File: src/rtl/afifo_pkg.sv
// Shared helpers for the async FIFO pointer blocks (write and read side).
//   bin2gray / gray2bin : pointer code conversion. They work on a 32-bit
//                         container. Callers zero-extend narrower pointers
//                         and cast the result back to their own width;
//                         leading zeros do not change either conversion.
//   depth_of            : FIFO depth for a given memory address width.
package afifo_pkg;

  localparam int PTR_MAXW = 32;

  function automatic int depth_of(input int addrsize);
    return 1 << addrsize;
  endfunction

  function automatic logic [PTR_MAXW-1:0] bin2gray(input logic [PTR_MAXW-1:0] b);
    return (b >> 1) ^ b;
  endfunction

  // Each binary bit is the XOR of all Gray bits at and above its position.
  function automatic logic [PTR_MAXW-1:0] gray2bin(input logic [PTR_MAXW-1:0] g);
    logic [PTR_MAXW-1:0] b;
    b[PTR_MAXW-1] = g[PTR_MAXW-1];
    for (int i = PTR_MAXW-2; i >= 0; i--) b[i] = b[i+1] ^ g[i];
    return b;
  endfunction

endpackage

File: src/rtl/afifo_gray2bin.sv
// Purely combinational Gray-to-binary converter of generic width.
// Used on the synchronised opposite-domain pointer in both the write-side
// and read-side status blocks.
//   gray_i : Gray-coded pointer
//   bin_o  : binary equivalent, bit i = XOR of gray_i[W-1:i]
module afifo_gray2bin #(
  parameter int W = 5
) (
  input  logic [W-1:0] gray_i,
  output logic [W-1:0] bin_o
);

  for (genvar i = 0; i < W; i++) begin : g_bit
    assign bin_o[i] = ^gray_i[W-1:i];
  end

endmodule

File: src/rtl/wptr_full_lvl.sv
// Write-domain pointer and status block for the async FIFO.
// Holds the binary and Gray write pointers, converts the synchronised Gray
// read pointer back to binary, and registers full, programmable almost-full,
// fill level, free count and a sticky overflow flag.
//   wclk, wrst_n        : write clock, async active-low reset
//   winc                : write request, taken only while !wfull
//   wq2_rptr            : Gray read pointer already synchronised into wclk
//   awfull_thresh(_vld) : almost-full free-slot threshold and its load strobe
//   werr_clr            : clears the sticky overflow flag
//   waddr               : memory write address (low bits of binary pointer)
//   wptr                : Gray write pointer towards the read-side synchroniser
//   wfull, awfull       : full / free slots <= threshold (registered)
//   wlevel, wfree       : occupied / free words seen from this domain
//   werr                : sticky "write attempted while full"
module wptr_full_lvl
  import afifo_pkg::*;
#(
  parameter int ADDRSIZE   = 4,
  parameter int AWFULL_RST = 1
) (
  input  logic                wclk,
  input  logic                wrst_n,
  input  logic                winc,
  input  logic [ADDRSIZE:0]   wq2_rptr,
  input  logic [ADDRSIZE:0]   awfull_thresh,
  input  logic                awfull_thresh_vld,
  input  logic                werr_clr,
  output logic [ADDRSIZE-1:0] waddr,
  output logic [ADDRSIZE:0]   wptr,
  output logic                wfull,
  output logic                awfull,
  output logic [ADDRSIZE:0]   wlevel,
  output logic [ADDRSIZE:0]   wfree,
  output logic                werr
);

  localparam int PW = ADDRSIZE + 1;
  localparam logic [ADDRSIZE:0] DEPTH_V = PW'(depth_of(ADDRSIZE));
  // A reset threshold above DEPTH behaves exactly like DEPTH, so clamp it here.
  localparam logic [ADDRSIZE:0] THR_RST =
    (AWFULL_RST > depth_of(ADDRSIZE)) ? DEPTH_V : PW'(AWFULL_RST);

  logic [ADDRSIZE:0] wbin_q,   wbin_d;
  logic [ADDRSIZE:0] wgray_q,  wgray_d;
  logic [ADDRSIZE:0] lvl_q,    lvl_d;
  logic [ADDRSIZE:0] free_q,   free_d;
  logic [ADDRSIZE:0] thr_q,    thr_d;
  logic              wfull_q,  wfull_d;
  logic              awfull_q, awfull_d;
  logic              werr_q,   werr_d;
  logic [ADDRSIZE:0] rbin;
  logic              wacc;

  afifo_gray2bin #(.W(PW)) u_rptr_g2b (
    .gray_i (wq2_rptr),
    .bin_o  (rbin)
  );

  // The pointer advances by at most one per cycle, so wptr changes by a
  // single bit per edge and is safe to hand to the synchroniser.
  assign wacc    = winc & ~wfull_q;
  assign wbin_d  = wbin_q + PW'(wacc);
  assign wgray_d = PW'(bin2gray(32'(wbin_d)));

  // Modular subtraction keeps the level right across the pointer wrap.
  // rbin can only lag the true read pointer, so status errs towards fuller.
  assign lvl_d    = wbin_d - rbin;
  assign free_d   = DEPTH_V - lvl_d;
  assign wfull_d  = (lvl_d == DEPTH_V);
  assign awfull_d = (free_d <= thr_q);

  // Overflow set has priority over a simultaneous clear.
  assign werr_d = (winc & wfull_q) ? 1'b1 : (werr_clr ? 1'b0 : werr_q);

  // A new threshold is used for awfull from the edge after it is loaded.
  assign thr_d = awfull_thresh_vld ?
                 ((awfull_thresh > DEPTH_V) ? DEPTH_V : awfull_thresh) : thr_q;

  always_ff @(posedge wclk or negedge wrst_n) begin
    if (!wrst_n) begin
      wbin_q   <= '0;
      wgray_q  <= '0;
      lvl_q    <= '0;
      free_q   <= DEPTH_V;
      wfull_q  <= 1'b0;
      awfull_q <= 1'b0;
      werr_q   <= 1'b0;
      thr_q    <= THR_RST;
    end else begin
      wbin_q   <= wbin_d;
      wgray_q  <= wgray_d;
      lvl_q    <= lvl_d;
      free_q   <= free_d;
      wfull_q  <= wfull_d;
      awfull_q <= awfull_d;
      werr_q   <= werr_d;
      thr_q    <= thr_d;
    end
  end

  assign waddr  = wbin_q[ADDRSIZE-1:0];
  assign wptr   = wgray_q;
  assign wfull  = wfull_q;
  assign awfull = awfull_q;
  assign wlevel = lvl_q;
  assign wfree  = free_q;
  assign werr   = werr_q;

endmodule
File: config.mk
export PLATFORM = sky130hd
export DESIGN_NAME = wptr_full_lvl
export DESIGN_NICKNAME = d
export VERILOG_FILES = /design/src/rtl/afifo_pkg.sv /design/src/rtl/afifo_gray2bin.sv /design/src/rtl/wptr_full_lvl.sv
export SDC_FILE = /design/constraint.sdc
export NUM_CORES = 1
export LEC_CHECK = 0
export ABC_AREA = 1
export BUFFER_PORTS_ARGS = -buffer_cell sky130_fd_sc_hd__buf_2
export CORE_MARGIN = 2
export CORE_UTILIZATION = 51
export CTS_BUF_LIST = sky130_fd_sc_hd__clkbuf_2
export CTS_CLUSTER_DIAMETER = 200
export DETAILED_ROUTE_END_ITERATION = 16
export PLACE_DENSITY = 0.78
export SLEW_MARGIN = 25
export SYNTH_ARGS = -nofsm -noshare
export SYNTH_HDL_FRONTEND = slang
export SYNTH_SLANG_ARGS = --single-unit
File: constraint.sdc
create_clock -name wclk -period 5.68 [get_ports wclk]
set_clock_uncertainty 0.05 [all_clocks]
set_input_delay 0.284 -clock wclk [delete_from_list [all_inputs] [get_ports wclk]]
set_output_delay 0.284 -clock wclk [all_outputs]
set_load 0.01 [all_outputs]
==> results.json <==
{
  "status": "finished clean",
  "nets": 211,
  "regToRegSetupSlack_ns": 2.25,
  "syn-cell-area_um2": 1411,
  "grt_pass1_vias": 1150,
  "synth_cells": 142,
  "die_w_um": 56.61,
  "grt_max_degree": 27,
  "tns_ns": 0,
  "insertion_delay_ns": 0.35,
  "synth_cell_types": 24,
  "drive_above_1_share_pct": 32.97,
  "utilization_pct": 61.53,
  "diodes": 0,
  "ys_warn_count": 0,
  "cpMostUsedCell": "ha_1",
  "drc_errors": 0,
  "clockBufferDepth": 2,
  "regArea_um2": 653.1,
  "cts_resized": 0,
  "fin_crit_ns": 3.432,
  "crit_buf_inv": 2,
  "fmax_mhz": 291.4,
  "worst_pin_slew_ns": 0.5504,
  "ys_seq_elements": 26,
  "min_period_over_period_pct": 60.42,
  "ff2ff_path_depth": 16,
  "drt_first_pass_iters": 4,
  "cts_sinks": 26,
  "syn_nets": 170,
  "slowest_stage": "ha_1",
  "critPathMaxStageDelay_ns": 0.46,
  "start_util_pct": 52.54,
  "critPathLaunchType": "register",
  "slew_headroom_pct": 63.31,
  "cp_cell_sequence": "nor2_1, ha_1, ha_1, nand3_4, nand2_1, inv_1, ha_1, inv_1, ha_1, nand3_1, nor2_2, ha_1, ha_1, nand4_1, o221ai_1, o21ai_0",
  "syn_area_per_cell_um2": 9.939,
  "setup_viol": 0,
  "postRouteAntennaNets": 0,
  "h-tree-depth": 1,
  "fp-row-count": 19,
  "cp_top_family": "adder cells",
  "rsz0062_at_grt": "no",
  "multi_input_comb_area_um2": 653.1,
  "worstSetupPathType": "reg2reg",
  "overflow": 0,
  "io_pins": 37,
  "clk_pin_slew_worst_paths_ns": 0.23,
  "nFillCells": 235,
  "dr_total_vias": 1085,
  "cts_tree": "done",
  "die_height_um": 56.61,
  "hp-class": "in2reg",
  "critPathMaxFanout": 6,
  "grt.total_usage_pct": 19.32,
  "synthToLayoutAreaGrowth_pct": 17.11,
  "min_path_cells": 2,
  "holdPathEnd": "werr$_DFFE_PN0P_",
  "cp_data_arrival_time_ns": 3.61,
  "cts_buffers": 3,
  "yosysSeqAreaShare_pct": 46.28,
  "worst_r2r_endpoint": "awfull$_DFF_PN0_",
  "dp_hpwl_um": 2200,
  "drv_cap": 0,
  "grt_first_pass_wirelength_um": 4843,
  "drtIter0Drc": 27,
  "vias_per_cell": 5.094,
  "gp_congestion": 0.8425,
  "wl_per_cell_um": 12.65,
  "finalHoldViolCount": 0,
  "postCtsSetupBuffers": 0,
  "reg2reg_from": "wfull$_DFF_PN0_",
  "final_common_cell": "buf_2",
  "routed_wirelength_um": 2694,
  "drv_slew": 0,
  "end_kind": "register",
  "core-area_um2": 2686,
  "clock-root-buffer": "clkbuf_2",
  "die-area_um2": 3204,
  "numPortBuffers": 36,
  "mostFrequentLayoutCells": "buf_2 (36), inv_1 (24), dfrtp_1 (24)",
  "min-delay-start": "werr_clr",
  "antenna_found_initial": 0,
  "worstPathRequired_ns": 5.86
}
## cells by family after synthesis
kind of cell	Yosys count	share of synthesized area [%]
buf+inv	27	7.447
simple gates	50	19.95
compound gates	12	5.053
xor+xnor	14	9.752
fa+ha+maj	13	11.53
flops	26	46.28
## registers in the layout (all words and copies together) (netlist names)
name    count
wfull       1
wfree       5
wbin_q      5
werr        1
wptr        4
wlevel      4
thr_q       5
awfull      1
## layout make-up
cell class / count / area share [%]
Sequential cell: 26 / 39.52
Multi-Input combinational cell: 89 / 39.52
Timing Repair Buffer: 37 / 11.51
Inverter: 26 / 5.905
Tap cell: 31 / 2.347
Clock buffer: 4 / 1.211
## Yosys cell counts
library cell	number	area share [%]
dfrtp_1	24	43
inv_1	24	6.4
nand2_1	18	4.8
ha_1	13	12
nand3_1	12	4.3
xor2_1	10	6.2
nand2_2	5	2.2
o21ai_0	5	1.8
a21oi_1	4	1.4
nand2_4	4	3.2
nor2_1	4	1.1
dfstp_2	2	3.7
inv_2	2	0.53
nand3_2	2	1.4
nand4_1	2	0.89
nor2_2	2	0.89
xnor2_1	2	1.2
a22o_1	1	0.62
buf_4	1	0.53
nand3_4	1	1.2
o221ai_1	1	0.62
o41ai_1	1	0.62
xnor2_2	1	1.2
xor2_2	1	1.2
## worst max path at each step
stage	end	cells after the start	from	slack, ns
final	awfull$_DFF_PN0_	16	wfull$_DFF_PN0_	2.25
after global placement	awfull$_DFF_PN0_	19	winc	2.41
after global routing	awfull$_DFF_PN0_	17	wfull$_DFF_PN0_	1.87
after CTS	awfull$_DFF_PN0_	16	wfull$_DFF_PN0_	2.28
after floorplan	awfull$_DFF_PN0_	17	wfull$_DFF_PN0_	2.59
after detailed placement	awfull$_DFF_PN0_	18	winc	2.26
## stage by stage
step | hold WS, ns | cells | cell area (um2) | setup slack, ns
after floorplan | -0.06159 | 142 | 1411 | 2.592
after global placement | 0.2379 | 208 | 1623 | 2.406
after detailed placement | 0.2528 | 208 | 1623 | 2.261
after CTS | 0.04075 | 213 | 1653 | 2.280
after global routing | 0.04349 | 213 | 1653 | 1.870
final | 0.03808 | 213 | 1653 | 2.248
## worst reg2reg max path, cell delays in order (launching register included)
cell	delay, ns
dfrtp_1	0.42
nor2_1	0.06
ha_1	0.20
ha_1	0.46
nand3_4	0.16
nand2_1	0.09
inv_1	0.05
ha_1	0.33
inv_1	0.08
ha_1	0.21
nand3_1	0.10
nor2_2	0.11
ha_1	0.25
ha_1	0.33
nand4_1	0.12
o221ai_1	0.17
o21ai_0	0.13
## layer usage
metal | GRT usage [%] | routed length (um) | vias to the layer above
li1 | - | - | 531
met1 | 22.89 | 1100 | 509
met2 | 34.22 | 1406 | 39
met3 | 2.074 | 123 | 6
met4 | 9.864 | 63 | 0
met5 | 0 | 0 | -
## repair_timing
action | in CTS | in global routing
endpoints found under the setup margin | 0 | 0
hold buffers | 1 | 0
endpoints found under the hold margin | 24 | 0
Power is not shown: default switching activity piles up to over one toggle a cycle in this logic, so the estimate is an artifact.
